$ cat src/rtl/sdram_host_port_if.sv
// Bundles the host request/response handshake and the SDRAM controller command
// interface used by sdram_host_port.
interface sdram_host_port_if #(
  parameter int unsigned HADDR_WIDTH = 24,
  parameter int unsigned DATA_WIDTH  = 16
);
  // Host side
  logic                   req_valid;
  logic                   req_ready;
  logic                   req_we;
  logic [HADDR_WIDTH-1:0] req_addr;
  logic [DATA_WIDTH-1:0]  req_wdata;
  logic                   rsp_valid;
  logic [DATA_WIDTH-1:0]  rsp_rdata;
  logic                   timeout_err;
  // Controller side
  logic [HADDR_WIDTH-1:0] haddr;
  logic [DATA_WIDTH-1:0]  data_input;
  logic                   rd_enable;
  logic                   wr_enable;
  logic                   busy;
  logic [DATA_WIDTH-1:0]  data_output;

  // Environment view: drives requests and plays the controller.
  modport master (
    output req_valid, req_we, req_addr, req_wdata, busy, data_output,
    input  req_ready, rsp_valid, rsp_rdata, timeout_err,
    input  haddr, data_input, rd_enable, wr_enable
  );

  // Host port view.
  modport slave (
    input  req_valid, req_we, req_addr, req_wdata, busy, data_output,
    output req_ready, rsp_valid, rsp_rdata, timeout_err,
    output haddr, data_input, rd_enable, wr_enable
  );
endinterface

$ cat src/rtl/sdram_host_port.sv
// Host front end for the SDRAM controller: queues single-word requests, issues them one at a
// time on the enable/busy handshake and returns read data on a one-cycle response strobe.
module sdram_host_port #(
  parameter int unsigned HADDR_WIDTH = 24,
  parameter int unsigned DATA_WIDTH  = 16,
  parameter int unsigned FIFO_DEPTH  = 4,
  parameter int unsigned ACK_TIMEOUT = 4
) (
  input  logic             clk,
  input  logic             rst,
  sdram_host_port_if.slave bus
);

  localparam int unsigned PtrW = $clog2(FIFO_DEPTH);
  localparam int unsigned CntW = PtrW + 1;
  localparam int unsigned AckW = $clog2(ACK_TIMEOUT + 1);

  typedef struct packed {
    logic                   we;
    logic [HADDR_WIDTH-1:0] addr;
    logic [DATA_WIDTH-1:0]  wdata;
  } req_t;

  typedef enum logic [1:0] {StIdle, StIssue, StAck, StBusy} state_e;

  req_t                   mem_q [FIFO_DEPTH];
  req_t                   mem_d [FIFO_DEPTH];
  logic [PtrW-1:0]        wr_ptr_q, wr_ptr_d;
  logic [PtrW-1:0]        rd_ptr_q, rd_ptr_d;
  logic [CntW-1:0]        count_q, count_d;
  state_e                 state_q, state_d;
  logic [AckW-1:0]        ack_cnt_q, ack_cnt_d;
  logic                   op_we_q, op_we_d;
  logic [HADDR_WIDTH-1:0] haddr_q, haddr_d;
  logic [DATA_WIDTH-1:0]  data_input_q, data_input_d;
  logic                   rsp_valid_q, rsp_valid_d;
  logic [DATA_WIDTH-1:0]  rsp_rdata_q, rsp_rdata_d;
  logic                   timeout_err_q, timeout_err_d;

  logic req_ready;
  logic push;
  logic pop;

  assign req_ready = (count_q != CntW'(FIFO_DEPTH));
  assign push      = bus.req_valid && req_ready;
  // Never start an operation while the controller is busy (e.g. refreshing).
  assign pop       = (state_q == StIdle) && (count_q != '0) && !bus.busy;

  always_comb begin
    mem_d    = mem_q;
    wr_ptr_d = wr_ptr_q;
    rd_ptr_d = rd_ptr_q;
    count_d  = count_q;
    if (push) begin
      mem_d[wr_ptr_q] = '{we: bus.req_we, addr: bus.req_addr, wdata: bus.req_wdata};
      wr_ptr_d        = wr_ptr_q + 1'b1;
    end
    if (pop) begin
      rd_ptr_d = rd_ptr_q + 1'b1;
    end
    case ({push, pop})
      2'b10:   count_d = count_q + 1'b1;
      2'b01:   count_d = count_q - 1'b1;
      default: count_d = count_q;
    endcase
  end

  always_comb begin
    state_d       = state_q;
    ack_cnt_d     = ack_cnt_q;
    op_we_d       = op_we_q;
    haddr_d       = haddr_q;
    data_input_d  = data_input_q;
    rsp_valid_d   = 1'b0;
    rsp_rdata_d   = rsp_rdata_q;
    timeout_err_d = timeout_err_q;
    unique case (state_q)
      StIdle: begin
        if (pop) begin
          op_we_d      = mem_q[rd_ptr_q].we;
          haddr_d      = mem_q[rd_ptr_q].addr;
          data_input_d = mem_q[rd_ptr_q].wdata;
          state_d      = StIssue;
        end
      end
      StIssue: begin
        ack_cnt_d = AckW'(ACK_TIMEOUT);
        state_d   = StAck;
      end
      StAck: begin
        if (bus.busy) begin
          state_d = StBusy;
        end else begin
          ack_cnt_d = ack_cnt_q - 1'b1;
          // Last of the ACK_TIMEOUT allowed busy samples has passed without an ack.
          if (ack_cnt_q == AckW'(1)) begin
            timeout_err_d = 1'b1;
            state_d       = StIdle;
          end
        end
      end
      StBusy: begin
        if (!bus.busy) begin
          if (!op_we_q) begin
            rsp_rdata_d = bus.data_output;
            rsp_valid_d = 1'b1;
          end
          state_d = StIdle;
        end
      end
      default: state_d = StIdle;
    endcase
  end

  always_ff @(posedge clk) begin
    if (rst) begin
      wr_ptr_q      <= '0;
      rd_ptr_q      <= '0;
      count_q       <= '0;
      state_q       <= StIdle;
      ack_cnt_q     <= '0;
      op_we_q       <= 1'b0;
      haddr_q       <= '0;
      data_input_q  <= '0;
      rsp_valid_q   <= 1'b0;
      rsp_rdata_q   <= '0;
      timeout_err_q <= 1'b0;
    end else begin
      wr_ptr_q      <= wr_ptr_d;
      rd_ptr_q      <= rd_ptr_d;
      count_q       <= count_d;
      state_q       <= state_d;
      ack_cnt_q     <= ack_cnt_d;
      op_we_q       <= op_we_d;
      haddr_q       <= haddr_d;
      data_input_q  <= data_input_d;
      rsp_valid_q   <= rsp_valid_d;
      rsp_rdata_q   <= rsp_rdata_d;
      timeout_err_q <= timeout_err_d;
    end
  end

  // Queue storage carries no reset; the pointers and count define validity.
  always_ff @(posedge clk) begin
    mem_q <= mem_d;
  end

  assign bus.req_ready   = req_ready;
  assign bus.rsp_valid   = rsp_valid_q;
  assign bus.rsp_rdata   = rsp_rdata_q;
  assign bus.timeout_err = timeout_err_q;
  assign bus.haddr       = haddr_q;
  assign bus.data_input  = data_input_q;
  assign bus.rd_enable   = (state_q == StIssue) && !op_we_q;
  assign bus.wr_enable   = (state_q == StIssue) && op_we_q;

endmodule
$ cat src/flat_wrapper.sv
// flat-port wrapper written by rule: the top's interface ports become plain ports
module sdram_host_port_flat 
#(
  parameter int unsigned HADDR_WIDTH = 24,
  parameter int unsigned DATA_WIDTH  = 16,
  parameter int unsigned FIFO_DEPTH  = 4,
  parameter int unsigned ACK_TIMEOUT = 4
)
  (clk, rst, bus_req_valid, bus_req_we, bus_req_addr, bus_req_wdata, bus_busy, bus_data_output, bus_req_ready, bus_rsp_valid, bus_rsp_rdata, bus_timeout_err, bus_haddr, bus_data_input, bus_rd_enable, bus_wr_enable);
  sdram_host_port_if #(.HADDR_WIDTH(HADDR_WIDTH), .DATA_WIDTH(DATA_WIDTH)) bus_i ();
  input  logic clk;
  input  logic rst;
  input wire logic [$bits(bus_i.req_valid)-1:0] bus_req_valid;
  input wire logic [$bits(bus_i.req_we)-1:0] bus_req_we;
  input wire logic [$bits(bus_i.req_addr)-1:0] bus_req_addr;
  input wire logic [$bits(bus_i.req_wdata)-1:0] bus_req_wdata;
  input wire logic [$bits(bus_i.busy)-1:0] bus_busy;
  input wire logic [$bits(bus_i.data_output)-1:0] bus_data_output;
  output wire logic [$bits(bus_i.req_ready)-1:0] bus_req_ready;
  output wire logic [$bits(bus_i.rsp_valid)-1:0] bus_rsp_valid;
  output wire logic [$bits(bus_i.rsp_rdata)-1:0] bus_rsp_rdata;
  output wire logic [$bits(bus_i.timeout_err)-1:0] bus_timeout_err;
  output wire logic [$bits(bus_i.haddr)-1:0] bus_haddr;
  output wire logic [$bits(bus_i.data_input)-1:0] bus_data_input;
  output wire logic [$bits(bus_i.rd_enable)-1:0] bus_rd_enable;
  output wire logic [$bits(bus_i.wr_enable)-1:0] bus_wr_enable;
  assign bus_i.req_valid = bus_req_valid;
  assign bus_i.req_we = bus_req_we;
  assign bus_i.req_addr = bus_req_addr;
  assign bus_i.req_wdata = bus_req_wdata;
  assign bus_i.busy = bus_busy;
  assign bus_i.data_output = bus_data_output;
  assign bus_req_ready = bus_i.req_ready;
  assign bus_rsp_valid = bus_i.rsp_valid;
  assign bus_rsp_rdata = bus_i.rsp_rdata;
  assign bus_timeout_err = bus_i.timeout_err;
  assign bus_haddr = bus_i.haddr;
  assign bus_data_input = bus_i.data_input;
  assign bus_rd_enable = bus_i.rd_enable;
  assign bus_wr_enable = bus_i.wr_enable;
  sdram_host_port #(.HADDR_WIDTH(HADDR_WIDTH), .DATA_WIDTH(DATA_WIDTH), .FIFO_DEPTH(FIFO_DEPTH), .ACK_TIMEOUT(ACK_TIMEOUT)) u_core (.clk(clk), .rst(rst), .bus(bus_i));
endmodule
$ cat config.mk
export PLATFORM = sky130hd
export DESIGN_NAME = sdram_host_port_flat
export DESIGN_NICKNAME = d
export VERILOG_FILES = /design/src/rtl/sdram_host_port_if.sv /design/src/rtl/sdram_host_port.sv /design/src/flat_wrapper.sv
export SDC_FILE = /design/constraint.sdc
export NUM_CORES = 1
export LEC_CHECK = 0
export BUFFER_PORTS_ARGS = -buffer_cell sky130_fd_sc_hd__buf_2
export CAP_MARGIN = 25
export CORE_ASPECT_RATIO = 0.75
export CORE_MARGIN = 1.5
export CORE_UTILIZATION = 49
export CTS_BUF_LIST = sky130_fd_sc_hd__clkbuf_8
export DETAILED_ROUTE_END_ITERATION = 8
export GPL_TIMING_DRIVEN = 1
export PLACE_DENSITY = 0.7
export REMOVE_ABC_BUFFERS = 1
export SETUP_SLACK_MARGIN = 0.02
export SYNTH_ARGS = -nofsm -noshare
export SYNTH_HDL_FRONTEND = slang
export SYNTH_SLANG_ARGS = --single-unit
$ cat constraint.sdc
create_clock -name clk -period 2.7 [get_ports clk]
set_input_delay 0.135 -clock clk [delete_from_list [all_inputs] [get_ports clk]]
set_output_delay 0.135 -clock clk [all_outputs]
set_load 0.02 [all_outputs]
## Word level (Yosys, flattened, before mapping)

Cells that the tools add are included.

| word-level totals | value |
|---|---|
| bits in registers | 235 |
| output and inout port bits | 61 |

| cells by class | value |
|---|---|
| add/sub/neg operators | 5 |
| order comparisons | 3 |
| equal/unequal tests | 11 |
| mux-type cells | 15 |
| bitwise operators | 5 |
| reductions and logical operators | 18 |

Operators by type and width:

| cell | count |
|---|---|
| 164-bit bitwise mux | 1 |
| 41-bit two-way mux | 3 |
| 41-bit binary-select mux with 2-bit select | 1 |
| 41-bit demux with 2-bit select | 1 |
| 3-bit case mux with 2 select lines | 2 |
| 3-bit AND reduction | 3 |
| 2-bit two-way mux | 4 |
| 2-bit case mux with 4 select lines | 1 |
| 2-bit == test, second input constant | 3 |
| 3-bit greater-or-equal comparator, second input constant | 2 |
| 1-bit logical AND | 6 |
| 2-bit inverter with 3-bit output | 2 |
| 3-bit by 1-bit subtractor with 3-bit output, second input constant | 2 |
| 2-bit by 1-bit adder with 2-bit output, second input constant | 2 |
| 2-bit by 1-bit == test with 1-bit output, second input constant | 2 |
| 2-bit != test, second input constant | 2 |
| 2-bit AND reduction | 2 |
| 2-bit nonzero test | 2 |
| 3-bit by 1-bit adder with 3-bit output, second input constant | 1 |
| 3-bit by 1-bit == test with 1-bit output, second input constant | 1 |
| 3-bit by 1-bit < comparator with 1-bit output, second input constant | 1 |
| 3-bit two-way mux | 1 |
| 3-bit by 2-bit != test with 1-bit output, second input constant | 1 |
| 3-bit != test, second input constant | 1 |
| 7 further kinds | 10 |

## Depth between registers and ports, before layout

Gate-level depths: netlist (run 1).

| logic depth | value |
|---|---|
| word-level depth | 6 |
| mapped depth | 10 |

## Least setup slack after synthesis (run 1)

OpenSTA, ideal clock, no wires.

| path | value |
|---|---|
| kind | register to register |
| start point | register u_core.count_q[0] |
| end point | register u_core.count_q[2] |
| setup time | 0.070 ns |
| arrival | 2.188 ns |
| required time | 2.630 ns |
| path slack | 0.442 ns |
| stages on the path, launching flop included | 10 |
| buffers on the path | 1 |
| cell sequence | dfxtp_1 -> or3b_2 -> buf_2 -> nand2_1 -> ha_1 -> inv_1 -> fa_1 -> xor2_1 -> or3_1 -> a21oi_1 |

| on the way | value |
|---|---|
| elaborated cells between the ends (all ways) | 11 |
| classes of those cells | add/sub (2); eq/ne (3); mux (1); reduce/logical (5) |

RTL lines:

| what | RTL line | text |
|---|---|---|
| start, declared | sdram_host_port.sv:30 | `logic [CntW-1:0] count_q, count_d;` |
| start signal, assigned | sdram_host_port.sv:131 | `count_q <= count_d;` |
| 3-bit != test * | sdram_host_port.sv:44 | `assign req_ready = (count_q != CntW'(FIFO_DEPTH));` |
| named net bus_req_ready | flat_wrapper.sv:19 | `output wire logic [$bits(bus_i.req_ready)-1:0] bus_req_ready;` |
| 1-bit logical AND * | sdram_host_port.sv:45 | `assign push = bus.req_valid && req_ready;` |
| 2-bit by 1-bit == test with 1-bit output / 2-bit == test (equally long branches) | sdram_host_port.sv:61 | `case ({push, pop})` |
| 3-bit case mux with 2 select lines / 2-bit nonzero test (equally long branches) | n/a |  |

Mark *: on every way through the listed nets, which the timed path passes. The rest lies on a longest branch.
A chain may end at the register's enable or synchronous reset.

## Worst setup path after layout (run 1)

| path | value |
|---|---|
| start point | register u_core.state_q[0] |
| end point | register u_core.count_q[2] |

| on the way | value |
|---|---|
| cells in the longest elaborated chain, start to end | 5 |
| elaborated cells between the ends (all ways) | 7 |
| classes of those cells | eq/ne (2); mux (1); reduce/logical (4) |

Ends and longest elaborated chain:

| what | RTL line | text |
|---|---|---|
| start, declared | sdram_host_port.sv:31 | `state_e state_q, state_d;` |
| start signal, assigned | sdram_host_port.sv:120 | `state_q <= StIdle;` |
| start signal, assigned | sdram_host_port.sv:132 | `state_q <= state_d;` |
| 2-bit zero test * | sdram_host_port.sv:47 | `assign pop = (state_q == StIdle) && (count_q != '0) && !bus.busy;` |
| 1-bit logical AND * (2 in a row) | sdram_host_port.sv:47 |  |
| named net u_core.pop | sdram_host_port.sv:42 | `logic pop;` |
| 2-bit by 1-bit == test with 1-bit output / 2-bit == test (equally long branches) | sdram_host_port.sv:61 |  |
| 3-bit case mux with 2 select lines / 2-bit nonzero test (equally long branches) | n/a |  |

Marked as above.

==> results of run 1 <==
==> worst paths after layout <==
path                            slack (ps)                     from  depth (start not counted)                 endpoint
worst max-delay path                   240        u_core.state_q[0]                          8        u_core.count_q[2]
worst min-delay path                    70                      rst                          2   u_core.bus.timeout_err
worst max register to register         240        u_core.state_q[0]                          8        u_core.count_q[2]
worst min register to register         460  u_core.bus.rsp_rdata[3]                          2  u_core.bus.rsp_rdata[3]
==> worst max-delay path: cells and delay by family (launching register included) <==
family / cells / cell delay (ps)
XOR/XNOR: 1 / 160
AO/OA/AOI/OAI: 1 / 150
buffers and inverters: 1 / 60
flip-flops: 1 / 390
AND/OR/NAND/NOR: 3 / 1000
adder cells (fa/ha/maj): 2 / 600
==> sequential cells by signal, summed over array words and instances, names as in the netlist <==
signal,count
u_core.bus.rsp_rdata,16
u_core.bus.data_input,16
u_core.count_q,3
u_core.rd_ptr_q,2
u_core.op_we_q,1
u_core.bus.rsp_valid,1
u_core.mem_q,164
u_core.state_q,2
u_core.ack_cnt_q,3
u_core.bus.haddr,24
u_core.wr_ptr_q,2
u_core.bus.timeout_err,1
==> power breakdown <==
group	switching, mW	internal (mW)	total (mW)
logic	1.32	0.895	2.22
registers	0.318	4.28	4.60
clock network	1.32	1.43	2.75
==> stage by stage <==
stage	instance area, µm²	util (%)
2_1_floorplan	8602	-
3_3_place_gp	9668	54.92
3_5_place_dp	9708	55.15
4_1_cts	10980	62.35
5_1_grt	10980	62.35
6_report	10980	62.35
==> cell type report <==
class,count,share of cell area (%)
Clock buffer,42,5.266
Clock inverter,26,1.003
Inverter,10,0.3420
Multi-Input combinational cell,280,20.44
Sequential cell,235,57.86
Tap cell,242,2.758
Timing Repair Buffer,193,12.33
==> routing by layer <==
metal | routed length, µm | GRT usage [%]
met2 | 9168 | 33.74
met4 | 468 | 7.960
met5 | 0 | 0
met3 | 1205 | 4.549
met1 | 8009 | 27.36
==> kinds of logic (layout without fill, tap and decap cells) <==
kind of cell,after synthesis,in the layout,share of synthesized area [%]
compound gates,121,121,7.211
xor+xnor,2,2,0.1988
fa+ha+maj,8,8,1.221
buf+inv,56,271,2.839
flops,235,235,71.99
mux,41,41,10.48
simple gates,108,108,6.061
==> cell usage after synthesis (2+ instances only) <==
| cell | number |
|---|---|
| buf_2 | 7 |
| ha_1 | 7 |
| nor3b_1 | 3 |
| nand3_1 | 44 |
| clkbuf_1 | 28 |
| dfxtp_1 | 71 |
| and3_1 | 4 |
| inv_1 | 10 |
| buf_4 | 5 |
| mux4_2 | 41 |
| o211ai_1 | 2 |
| nor2b_1 | 3 |
| edfxtp_1 | 164 |
| nor3_1 | 2 |
| nor2_1 | 9 |
| a21oi_1 | 65 |
| a21o_1 | 2 |
| xor2_1 | 2 |
| or3_1 | 4 |
| o21ai_0 | 46 |
| nand2_1 | 33 |
| clkbuf_2 | 4 |
==> flow_metrics.env, run 1 <==
export IMPL_finalSetupViolCount=0
export IMPL_status="completed"
export IMPL_multi_input_comb_area_um2=2243
export IMPL_io_pins=122
export IMPL_worst_slack_ps=243.2
export IMPL_vias_per_cell=5.367
export IMPL_dp_hpwl_mm=10.71
export IMPL_synth_edf_count=164
export IMPL_dr_pass1_iters=5
export IMPL_vdd_drop_max_v=0.0005536
export IMPL_total_power_mw=9.561
export IMPL_maxCapViolCount=0
export IMPL_synth_cells=571
export IMPL_clockBufferDepth=3
export IMPL_dieArea_um2=18810
export IMPL_avgRoutedWirePerCell_um=18.34
export IMPL_layout_commonest_cell="edfxtp_1"
export IMPL_regArea_um2=6351
export IMPL_path_clk_slew_ps=60
export IMPL_fin_crit_ps=2457
export IMPL_cp_slowest_cell="or3_2"
export IMPL_slew_headroom_pct=40.89
export IMPL_antenna_found_initial=0
export IMPL_final_fill_count=1305
export IMPL_gp_congestion=0.7517
export IMPL_routed_wl_mm=18.85
export IMPL_pre_cts_ws_ps=307.8
export IMPL_cp_end_kind="flop"
export IMPL_cp_data_required_time_ps=3130
export IMPL_path_class="reg2reg"
export IMPL_postCtsSetupRepairBufs=0
export IMPL_cts_made_buffers=37
export IMPL_remaining_drc_errors=0
export IMPL_worstMarginPinSlew_ps=886.7
export IMPL_synth_top_area_share_pct=55.87
export IMPL_grt_pass1_wl_mm=29.57
export IMPL_final_hold_viol_count=0
export IMPL_yosys_warnings=0
export IMPL_drive_gt1_share_pct=30.03
export IMPL_area_delta_synth_final_pct=24.53
export IMPL_initial_core_util_pct=50.07
export IMPL_chipWidth_um=157.9
export IMPL_arrival_ps=2890
export IMPL_ys_types=37
export IMPL_rows=42
export IMPL_synth_seq_cells=235
export IMPL_final_cells=1028
export IMPL_ys_async_sr_fraction_pct=0
export IMPL_worst_path_largest_cell_delay_ps=520
export IMPL_clock_sinks=235
export IMPL_final_nets=826
export IMPL_cp_cell_sequence="or3_2 > nor2_1 > ha_1 > inv_1 > fa_1 > xor2_1 > or3_1 > a21oi_1"
export IMPL_avgSynthCellArea_um2=15.44
export IMPL_num_vias=5517
export IMPL_rsz0062_at_grt="false"
export IMPL_grt_overflow=0
export IMPL_grt_use_total_pct=20.75
export IMPL_postRouteAntennaNets=0
export IMPL_dr_first_iter_drc_count=448
export IMPL_tns_ps=0
export IMPL_p_leak_nw=3.948
export IMPL_layout_worst_path_cycle_share_pct=90.99
export IMPL_h_tree_depth=2
export IMPL_grt_pass1_vias=5668
export IMPL_dieHeight_um=119.2
export IMPL_numPlacedInstances=902
export IMPL_crit_fanout=8
export IMPL_cts_tree="yes"
export IMPL_synth_area_leaders="edfxtp_1 56%, dfxtp_1 16%, mux4_2 10%, a21oi_1 3.7%, o21ai_0 2.6%"
export IMPL_port_buffers=121
export IMPL_cts_resized=0
export IMPL_clk_latency_ps=520
export IMPL_syn_area_um2=8815
export IMPL_ctsRootBufferMaster="clkbuf_8"
export IMPL_finClkSkew_ps=25.26
export IMPL_drv_slew=0
export IMPL_fmax_ghz=0.4070
export IMPL_grt_max_degree=46
export IMPL_cp_start_kind="flop"
export IMPL_synth_main_ff_cell="edfxtp_1"
export IMPL_synth_top_cell_by_area="edfxtp_1"
export IMPL_hold_ws_ps=66.13
export IMPL_yosysSeqAreaShare_pct=71.99
export IMPL_hold_buffers=58
export IMPL_final_cell_mix="164 x edfxtp_1, 121 x buf_2, 69 x dfxtp_1"
export IMPL_hold_class="in2reg"
export IMPL_core_um2=17600
export IMPL_p_per_area_nw_per_um2=871.0
export IMPL_insertedDiodeCount=0
Note: power is estimated with default switching activity, not from simulation.
==> inputs of run 2 (changes only) <==
- BUFFER_PORTS_ARGS: -buffer_cell sky130_fd_sc_hd__buf_2 -> -buffer_cell sky130_fd_sc_hd__clkbuf_2
- CORE_MARGIN: 1.5 -> unset
- TNS_END_PERCENT: unset -> 100
==> run 2 against run 1 <==
  * Sequential power down 1%
  * Non-clock buffer count rose by 1
  * Clock skew rose by 8.7 ps
  * Total power about the same
  * Routed wire length rose by 1.3%
  * Design area hardly changed
==> flow_metrics.env, run 2 (synthesis gave the netlist of run 1 again) <==
export IMPL_fin_crit_ps=2431
export IMPL_routed_wl_mm=19.09
export IMPL_worst_path_largest_cell_delay_ps=570
export IMPL_area_delta_synth_final_pct=24.59
export IMPL_worst_r2r_cell_count=8
export IMPL_dr_pass1_iters=5
export IMPL_final_nets=826
export IMPL_antenna_found_initial=1
export IMPL_pre_cts_ws_ps=322.1
export IMPL_slew_headroom_pct=36.93
export IMPL_p_per_area_nw_per_um2=871.3
export IMPL_grt_pass1_wl_mm=29.55
export IMPL_critPathBufInv=1
export IMPL_critPathTopFamily="simple AND/OR/NAND/NOR gates"
export IMPL_clockBufferDepth=3
export IMPL_final_hold_viol_count=0
export IMPL_finClkSkew_ps=34.00
export IMPL_cp_end_kind="flop"
export IMPL_fmax_ghz=0.4113
export IMPL_finish_utilization_pct=62.38
export IMPL_io_pins=122
export IMPL_worst_slack_ps=268.5
export IMPL_port_buffers=121
export IMPL_maxCapViolCount=0
export IMPL_grt_overflow=0
export IMPL_finalSetupViolCount=0
export IMPL_cts_resized=0
export IMPL_drive_gt1_share_pct=30.36
export IMPL_ff2ff_setup_slack_ps=270
export IMPL_layout_commonest_cell="edfxtp_1"
export IMPL_hold_path_end="u_core.state_q[0]"
export IMPL_rsz0062_at_grt="false"
export IMPL_rows=42
export IMPL_vias_per_cell=5.460
export IMPL_remaining_drc_errors=0
export IMPL_worstMarginPinSlew_ps=946.1
export IMPL_num_vias=5607
export IMPL_vdd_drop_max_v=0.0006453
export IMPL_final_cell_mix="164 x edfxtp_1, 120 x clkbuf_2, 69 x dfxtp_1"
export IMPL_path_class="reg2reg"
export IMPL_cp_start_kind="flop"
export IMPL_worstReg2RegStart="u_core.count_q[2]"
export IMPL_worst_r2r_endpoint="u_core.count_q[2]"
export IMPL_ctsRootBufferMaster="clkbuf_8"
export IMPL_cp_data_required_time_ps=3130
export IMPL_hold_class="in2reg"
export IMPL_drv_slew=0
export IMPL_initial_core_util_pct=50.07
export IMPL_tns_ps=0
export IMPL_dieHeight_um=118.2
export IMPL_grt_pass1_vias=5707
export IMPL_avgRoutedWirePerCell_um=18.59
export IMPL_dr_first_iter_drc_count=424
export IMPL_crit_fanout=10
export IMPL_path_clk_slew_ps=60
export IMPL_p_leak_nw=3.890
export IMPL_cp_cell_sequence="or3b_2 > nand2_1 > ha_1 > inv_1 > fa_1 > xor2_1 > or3_1 > a21oi_1"
export IMPL_layout_worst_path_cycle_share_pct=90.06
export IMPL_holdCritStartpoint="bus_busy"
export IMPL_chipWidth_um=156.9
export IMPL_cts_made_buffers=36
export IMPL_postRouteAntennaNets=0
export IMPL_clock_sinks=235
export IMPL_core_um2=17600
export IMPL_largest_reg_flops=164
export IMPL_cts_tree="yes"
export IMPL_cp_slowest_cell="or3b_2"
export IMPL_grt_use_total_pct=21.03
export IMPL_hold_depth=3
export IMPL_grt_max_degree=44
export IMPL_dieArea_um2=18540
export IMPL_total_power_mw=9.569
export IMPL_dp_hpwl_mm=10.93
export IMPL_h_tree_depth=2
export IMPL_regMostFlops="u_core.mem_q"
export IMPL_clk_latency_ps=520
export IMPL_arrival_ps=2860
export IMPL_status="completed"
export IMPL_gp_congestion=0.7745
export IMPL_cp_depth=8
export IMPL_hold_ws_ps=137.7
==> run 2: changes by cell type in the layout (fill, tap and decap cells not counted), moves of 2 or more <==
cell        before  now
clkinvlp_4       1    3
clkbuf_2         0  120
inv_1           29   24
buf_2          121    1
==> run 2: tightest hold or removal path, delay by kind of cell <==
kind,cells,cell delay (ps)
AOI/OAI and AO/OA,1,130
and+or+nand+nor,1,90
buffers and inverters,1,240
==> run 2: repair_timing <==
action                    in CTS  in global routing
setup buffers                  0                  0
hold buffers                  58                  0
hold endpoints to repair     181                  0
==> run 2: final cells by class <==
| type | count | area (µm²) |
|---|---|---|
| Inverter | 10 | 37.54 |
| Sequential cell | 235 | 6351 |
| Fill cell | 1301 | 6623 |
| Multi-Input combinational cell | 280 | 2243 |
| Antenna cell | 1 | 2.502 |
| Clock buffer | 41 | 564.3 |
| Timing Repair Buffer | 194 | 1374 |
| Tap cell | 242 | 302.8 |
| Clock inverter | 24 | 106.4 |
==> run 2: report_power, final <==
group | total, mW | switching, mW | internal [mW]
logic | 2.31 | 1.40 | 0.909
clock network | 2.72 | 1.33 | 1.39
registers | 4.54 | 0.260 | 4.28
total | 9.57 | 2.99 | 6.58
==> run 2: metrics by stage <==
stage	instance area, µm²	cells
floorplan	8602	525
global placement	9648	899
detailed placement	9728	903
CTS	10980	1026
global route	10980	1027
finish	10980	1027
==> run 2: worst max-delay path by stage <==
stage / slack (ps) / from / to
after global placement: 440 / u_core.count_q[2] / u_core.count_q[2]
after floorplan: -600 / u_core.count_q[0] / u_core.count_q[2]
after detailed placement: 320 / u_core.count_q[2] / u_core.count_q[2]
final: 270 / u_core.count_q[2] / u_core.count_q[2]
after CTS: 300 / u_core.count_q[2] / u_core.count_q[2]
after global routing: 180 / u_core.count_q[2] / u_core.count_q[2]
==> run 2: layer usage <==
metal,part of all wire (%),vias up,GRT usage [%]
li1,-,2557,-
met1,44,2821,28.69
met2,49,194,34.17
met3,5.8,35,4.107
met4,1.8,0,6.679
met5,0,-,0
